$ cat config.mk
export PLATFORM = sky130hd
export DESIGN_NAME = keypad_entry
export DESIGN_NICKNAME = d
export VERILOG_FILES = /design/src/rtl/keypad_pkg.sv /design/src/rtl/key_scan_tick.sv /design/src/rtl/keypad_entry.sv
export SDC_FILE = /design/constraint.sdc
export NUM_CORES = 1
export LEC_CHECK = 0
export CORE_MARGIN = 2
export CORE_UTILIZATION = 45
export DETAILED_ROUTE_END_ITERATION = 6
export GPL_TIMING_DRIVEN = 0
export HOLD_SLACK_MARGIN = 0.06
export PLACE_DENSITY = 0.68
export SETUP_SLACK_MARGIN = 0.05
export SKIP_CTS_REPAIR_TIMING = 1
export SYNTH_ARGS = -nofsm -noshare
export SYNTH_HDL_FRONTEND = slang
export SYNTH_HIERARCHICAL = 1
export SYNTH_SLANG_ARGS = --single-unit
$ cat constraint.sdc
create_clock -name clk -period 2.49 [get_ports clk]
set_clock_uncertainty 0.1 [all_clocks]
set_input_delay 0.747 -clock clk [delete_from_list [all_inputs] [get_ports clk]]
set_output_delay 0.747 -clock clk [all_outputs]
set_load 0.05 [all_outputs]
$ cat src/rtl/keypad_pkg.sv
// Shared definitions for the keypad entry path: FSM states, column ring
// reset value, the key map table and small lookup helpers.
package keypad_pkg;

   typedef enum logic [1:0] {
      SCAN     = 2'd0,
      DEBOUNCE = 2'd1,
      HELD     = 2'd2
   } state_t;

   localparam logic [3:0] COL_RESET = 4'b1110;

   // Key map flattened as nibble index {row, col}:
   // r0: 1 2 3 A | r1: 4 5 6 B | r2: 7 8 9 C | r3: 0 F E D
   localparam logic [63:0] KEYMAP = 64'hDEF0_C987_B654_A321;

   function automatic logic [3:0] key_lookup(input logic [1:0] r, input logic [1:0] c);
      return KEYMAP[{r, c, 2'b00} +: 4];
   endfunction

   // Lowest-index row that is pulled low; caller guarantees at least one is low
   function automatic logic [1:0] lowest_low(input logic [3:0] v);
      if (!v[0])      return 2'd0;
      else if (!v[1]) return 2'd1;
      else if (!v[2]) return 2'd2;
      else            return 2'd3;
   endfunction

   // Index of the single active-low column in the ring
   function automatic logic [1:0] active_col(input logic [3:0] c);
      if (!c[0])      return 2'd0;
      else if (!c[1]) return 2'd1;
      else if (!c[2]) return 2'd2;
      else            return 2'd3;
   endfunction

   // Advance the column ring: 1110 -> 1101 -> 1011 -> 0111 -> 1110
   function automatic logic [3:0] rotate_col(input logic [3:0] c);
      return {c[2:0], c[3]};
   endfunction

endpackage

$ cat src/rtl/key_scan_tick.sv
// Scan slot timer: free-running modulo-(TC+1) counter whose terminal count
// is the one-cycle tick that paces column scanning and debounce sampling.
module key_scan_tick #(
   parameter int TC = 199999
) (
   input  logic clk,
   input  logic rst,
   output logic tick
);

   localparam int W = (TC > 0) ? $clog2(TC + 1) : 1;
   localparam logic [W-1:0] TC_V = W'(TC);

   logic [W-1:0] count;

   // Count clocks within the slot, wrapping on the terminal count
   always_ff @(posedge clk) begin
      if (rst) begin
         count <= '0;
      end else if (count == TC_V) begin
         count <= '0;
      end else begin
         count <= count + W'(1);
      end
   end

   assign tick = (count == TC_V);

endmodule

$ cat src/rtl/keypad_entry.sv
// 4x4 matrix keypad front end: scans columns, debounces presses and releases
// on scan ticks, emits one hex code per press and shifts it into an 8-bit
// operand. Optional macro KEY_REPEAT_EN adds auto-repeat while a key is held.
module keypad_entry
   import keypad_pkg::*;
#(
   parameter int SCAN_TC    = 199999,
   parameter int DEBOUNCE_N = 4
`ifdef KEY_REPEAT_EN
   ,
   parameter int REPEAT_N   = 250
`endif
) (
   input  logic       clk,
   input  logic       rst,
   input  logic [3:0] row,
   input  logic       clr,
   output logic [3:0] col,
   output logic [3:0] key_code,
   output logic       key_valid,
   output logic [7:0] operand
);

   localparam int CW = $clog2(DEBOUNCE_N + 1);
   localparam logic [CW-1:0] DB_MAX = CW'(DEBOUNCE_N);

`ifdef KEY_REPEAT_EN
   localparam int HW = (REPEAT_N > 1) ? $clog2(REPEAT_N) : 1;
   localparam logic [HW-1:0] HOLD_LAST = HW'(REPEAT_N - 1);
   logic [HW-1:0] hold;
`endif

   state_t        state;
   logic          tick;
   logic [1:0]    r;
   logic [1:0]    c;
   logic [CW-1:0] cnt;
   logic [CW-1:0] rel;
   logic [3:0]    code;

   key_scan_tick #(
      .TC (SCAN_TC)
   ) u_tick (
      .clk  (clk),
      .rst  (rst),
      .tick (tick)
   );

   assign code = key_lookup(r, c);

   // Scan/debounce/held FSM with column ring, counters and operand register
   always_ff @(posedge clk) begin
      if (rst) begin
         state     <= SCAN;
         col       <= COL_RESET;
         key_code  <= '0;
         key_valid <= 1'b0;
         operand   <= '0;
         r         <= '0;
         c         <= '0;
         cnt       <= '0;
         rel       <= '0;
`ifdef KEY_REPEAT_EN
         hold      <= '0;
`endif
      end else begin
         key_valid <= 1'b0;
         if (tick) begin
            unique case (state)
               SCAN: begin
                  if (row == 4'hF) begin
                     col <= rotate_col(col);
                  end else begin
                     r     <= lowest_low(row);
                     c     <= active_col(col);
                     cnt   <= CW'(1);
                     state <= DEBOUNCE;
                  end
               end
               DEBOUNCE: begin
                  if (!row[r]) begin
                     if (cnt == DB_MAX) begin
                        state     <= HELD;
                        rel       <= '0;
                        key_code  <= code;
                        key_valid <= 1'b1;
                        operand   <= {operand[3:0], code};
`ifdef KEY_REPEAT_EN
                        hold      <= '0;
`endif
                     end else begin
                        cnt <= cnt + CW'(1);
                     end
                  end else begin
                     state <= SCAN;
                     col   <= rotate_col(col);
                  end
               end
               HELD: begin
                  if (row[r]) begin
`ifdef KEY_REPEAT_EN
                     hold <= '0;
`endif
                     if (rel == DB_MAX) begin
                        state <= SCAN;
                        col   <= rotate_col(col);
                        rel   <= '0;
                     end else begin
                        rel <= rel + CW'(1);
                     end
                  end else begin
                     rel <= '0;
`ifdef KEY_REPEAT_EN
                     if (hold == HOLD_LAST) begin
                        hold      <= '0;
                        key_code  <= code;
                        key_valid <= 1'b1;
                        operand   <= {operand[3:0], code};
                     end else begin
                        hold <= hold + HW'(1);
                     end
`endif
                  end
               end
               default: begin
                  state <= SCAN;
               end
            endcase
         end
         if (clr) begin
            operand <= '0;
         end
      end
   end

endmodule
Yosys cells after proc, flatten, opt, wreduce, memory -nomap -nowiden:

Index checks and enable logic that the tools add are counted.

* register bits: 47
* bits of input ports: 7
* output and inout bits: 17
* word-level logic and storage cells: 76

* add/subtract/negate cells: 3
* $lt $le $gt $ge: 1
* eq/ne operators: 15
* shifts and indexed selects: 1
* mux-type cells: 29
* bitwise operators: 4
* reductions and logical operators: 13

Operator list (number)
* indexed part select 64 x 7 -> 4 bit, first input constant: 1
* two-way mux 3 bit: 7
* adder 18 x 1 -> 18 bit, second input constant: 1
* equality test 18 bit, second input constant: 1
* two-way mux 2 bit: 9
* two-way mux 4 bit: 4
* != test 2 bit, second input constant: 8
* one-hot mux 3 bit (2 select lines): 2
* one-hot mux 4 bit (3 select lines): 1
* AND reduction 5 bit: 2
* AND reduction 4 bit: 2
* adder 3 x 1 -> 3 bit, second input constant: 2
* equality test 3 bit, second input constant: 2
* one-hot mux 2 bit (3 select lines): 1
* AND reduction 6 bit: 1
* equality test 4 bit, second input constant: 1
* two-way mux 1 bit: 4
* NOT 1 bit: 4
* nonzero test 2 bit: 2
* OR reduction 2 bit: 2
* OR reduction 4 bit: 1
* less-than comparator 2 x 3 -> 1 bit, second input constant: 1
* != test 3 bit, second input constant: 1
* AND reduction 3 bit: 1
* 5 further kinds: 5

Logic depth before layout (Yosys ltp):

Gate-level depths: netlist (run 1).

* depth in word-level cells: 4
* depth in mapped cells: 9
* depth with buffers taken out: 7

Modules after synthesis:

The synthesis (run 1) kept the hierarchy.

By module, submodules not included
* keypad_entry: times used 1, cells an instance 175, area each 1496.4 um2, seq. area each 580.6 um2
* key_scan_tick: times used 1, cells an instance 96, area each 857.1 um2, seq. area each 360.3 um2

Least setup slack after synthesis (run 1):

OpenSTA, ideal clock, no wires.

* path kind: register to register
* from: register u_tick.count[2]
* to: register c[0]
* library setup time: 65 ps
* arrival time: 2513 ps
* required time: 2325 ps
* path slack: -188 ps
* stages on the path, launching flop included: 9
* buffers on the path: 1
* clock period less this slack: 2678 ps
* cell sequence: dfxtp_1 and4_1 buf_4 nand2_4 nor3_1 inv_1 nor4b_1 mux2_2 nor2_1

* cells in the longest elaborated chain, start to end: 2

RTL lines
* start: declaration: line key_scan_tick.sv:14 `logic [W-1:0] count;`
* start signal: assignment: line key_scan_tick.sv:23 `count <= count + W'(1);`
* equality test 18 bit: line key_scan_tick.sv:27 `assign tick = (count == TC_V);`
* via tick: line keypad_entry.sv:34 `logic tick;`
* AND reduction 3 bit (no line)
* end signal: assignment: line keypad_entry.sv:75 `c <= active_col(col);`
* end: declaration: line keypad_entry.sv:36 `logic [1:0] c;`

The timed path passes the listed nets, and every way through them passes these cells.
A chain may end at the register's enable or synchronous reset.

Worst setup path after layout (run 1):

* from: register col[0]
* to: output port col[0]

RTL lines
* start: declaration: line keypad_entry.sv:18 `output logic [3:0] col,`
* start signal: assignment: line keypad_entry.sv:72 `col <= rotate_col(col);`
* start signal: assignment: line keypad_entry.sv:96 `col <= rotate_col(col);`
* start signal: assignment: line keypad_entry.sv:106 `col <= rotate_col(col);`

No word-level cell between the ends.

==> metrics.txt, run 1 <==
crit path cell chain=clkdlybuf4s50_1; slowest stage cell on the critical path=clkdlybuf4s50_1; Syn Inst Count=271; Net Sw Frac=22.0%; gr usage total=17.1%; crit start category=flip-flop; Top Metal Used=met4; fraction of layout cells with a size suffix above 1=18.5%; DIE AREA=0.00582 sq mm; Netlist cell types=57; register area=961 sq um; M1 wire length=2420 um; drt first pass iters=4; Worst-Skew Late Latency=0.30 ns; DR WL/cell=~13 um; DIE HEIGHT=around 76 um; # IOs=24; CTS Buffer Depth=2; Buf+Inv Stages, Crit Path=1; clk sink count=47; I/O Buffers=23; area delta synth->final=25.3%; Max Slew Vio Count=0; worst hold start=u_tick/count[0]; vias in the first global route=1796; # setup viols final=0; status=complete, no violations; Clock Pin Slew Worst Setup and Hold Paths=about 0.090 ns; core region area=a little over 0.005 sq mm; clock power share=41.3%; crit-path max FO=5; Vias/cell=5.26; n_diodes=0; PwrDens=471 mW/mm^2; Post-Syn Nets=287; post-DP HPWL=3400 um; Max Clk Rate=0.421 GHz; worst vdd ir=0.312 mV; Slew headroom=65.8%; CTS tree=built; total internal power=1.08 mW; Initial DRC Count=between 90 and 100; nets=roughly 320; Syn Std Cell Area=roughly 0.0024 sq mm; RSZ-0062 raised after global routing=no; first-pass GRT wire length=8330 um; H-tree levels=2; Crit Reg-Reg Startpoint=u_tick/count[15]; metal3 WL=181 um; final worst slack=0.112 ns; Seq/Total Area, Yosys=40.0%; maxcap violations=0; final hold vios=0; met2 wire length=2310 um; routability cong.=roughly 0.81; EDFF count, synth=0; CTS root buf=clkbuf_8; Avg Cell Area, Syn=8.68 sq um; worst slew pin tran=0.513 ns; post-route ant nets=0; WP data arrival=1.53 ns; sequential power share=54.6%; Fillers=482; Slowest Stage Delay on Critical Path=between 0.8 and 0.9 ns; num rows=26; GRT overflow=0; number of synthesized register bits=47; post-route minimum period=2.38 ns; asr flop ratio synth=0%; Initial Utilization=46.4%; period utilization=95.5%; sum of negative setup slack=0 ns; commonest non-fill, non-tap cell in the layout=dfxtp_1; Worst EP required=about 1.6 ns; initial antenna violation count=0; P_sw=0.306 mW; CP endpoint kind=output pin; pin count of the biggest net entering global routing=17; Horiz. Die Dim=76.3 um; Num CTS Buffers=5; DRC violations left=0; Ys Warns=6; Crit. Startpoint=col[0]; via count=1987; most frequent cells in the layout=35 x dfxtp_1, 32 x nor2_1, 20 x nand2_1, 19 x clkdlybuf4s50_1, 15 x inv_1; cell family with the largest share of critical-path delay=buffers and inverters; worst min path class=flip-flop to flip-flop; Main synth FF type=dfxtp_1; area of the multi-input gates=about 0.0013 sq mm; Post-Place Setup Slack=-0.691 ns; r2r setup slk=0.12 ns; Comb power frac=4.1%; WS Path Type=flip-flop to output pin; Routed WL=4940 um; LEAKAGE=approximately 1.1 nW
-- Yosys cell counts (all sizes together), types with 6 or more instances --
master  instances  share of area, %
ha              9               4.8
nor3           11               2.3
nor2           32               5.1
inv            16               2.6
nand3           9               1.9
nand2          21               3.7
a21oi          15               3.3
dfxtp          47                40
xor2           10               3.7
o211ai          6               1.9
nand4          11               2.9
buf             8               2.7
clkbuf          6              0.96
-- metrics by stage --
stage	instance area (sq um)	hold WS [ns]	power (mW)	utilization [%]	instances
2_1_floorplan	2360	0.336	0.809	-	271
3_3_place_gp	2680	0.343	0.831	52.9	364
3_5_place_dp	2680	0.346	0.831	52.9	364
4_1_cts	2800	0.360	1.40	55.2	372
5_1_grt	2950	0.377	1.44	58.1	378
6_report	2950	0.348	1.39	58.1	378
-- cell type report --
| cell class | instances | share of cell area, % |
|---|---|---|
| inverter | 16 | 2.12 |
| tap | 70 | 2.97 |
| clock buffer | 5 | 2.33 |
| clock inverter | 3 | 1.61 |
| timing repair buffer | 30 | 9.93 |
| buffer | 13 | 3.22 |
| sequential | 47 | 32.6 |
| multi-input combinational | 194 | 45.2 |
-- power groups by stage --
stage               Combinational (mW)  Clock [mW]  Sequential [mW]
finish                          0.0569       0.574            0.759
global route                    0.0636       0.616            0.760
CTS                             0.0537       0.589            0.760
detailed placement              0.0534           0            0.778
global placement                0.0534           0            0.777
floorplan                       0.0325           0            0.776
-- sequential cells by signal, indices dropped and copies added, names as in the netlist --
name,cells
c,2
cnt,3
col,4
key_code,4
key_valid,1
operand,8
r,2
rel,3
state,2
u_tick/count,18
-- metal layers --
metal / track usage [%] / vias up
met5: 0 / -
met4: 3.82 / 0
met3: 2.84 / 5
met2: 27.7 / 42
met1: 24.0 / 916
li1: - / 1024
-- logic make-up (layout without fill, tap and decap cells) --
group,count (synthesis),in the layout,synth area share (%)
mux,6,6,3.19
simple gates,119,119,26.7
xor+xnor,15,15,5.58
compound gates,45,45,13.6
flops,47,47,40.0
buf+inv,30,67,6.17
fa+ha+maj,9,9,4.78
-- path summary, 6_finish.rpt --
path | endpoint | depth (start not counted)
worst min-delay path | u_tick/count[0] | 1
worst max-delay path | col[0] | 1
worst min register to register | u_tick/count[0] | 1
worst max register to register | cnt[2] | 8
(Power assumes the default switching activity.)
==> run 2: changes to the inputs <==
--- a/constraint.sdc
+++ b/constraint.sdc
@@ -3,3 +3,3 @@
 set_input_delay 0.747 -clock clk [delete_from_list [all_inputs] [get_ports clk]]
 set_output_delay 0.747 -clock clk [all_outputs]
-set_load 0.05 [all_outputs]
+set_load 0.005 [all_outputs]
==> results of run 2 <==
Same layout as run 1 (identical final DEF). Status: complete, no violations.
Main changes from that run: setup slack after layout 0.112 ns -> 0.117 ns; start point of the critical path col[0] -> u_tick/count[15]; end point of the critical path col[0] -> cnt[2]
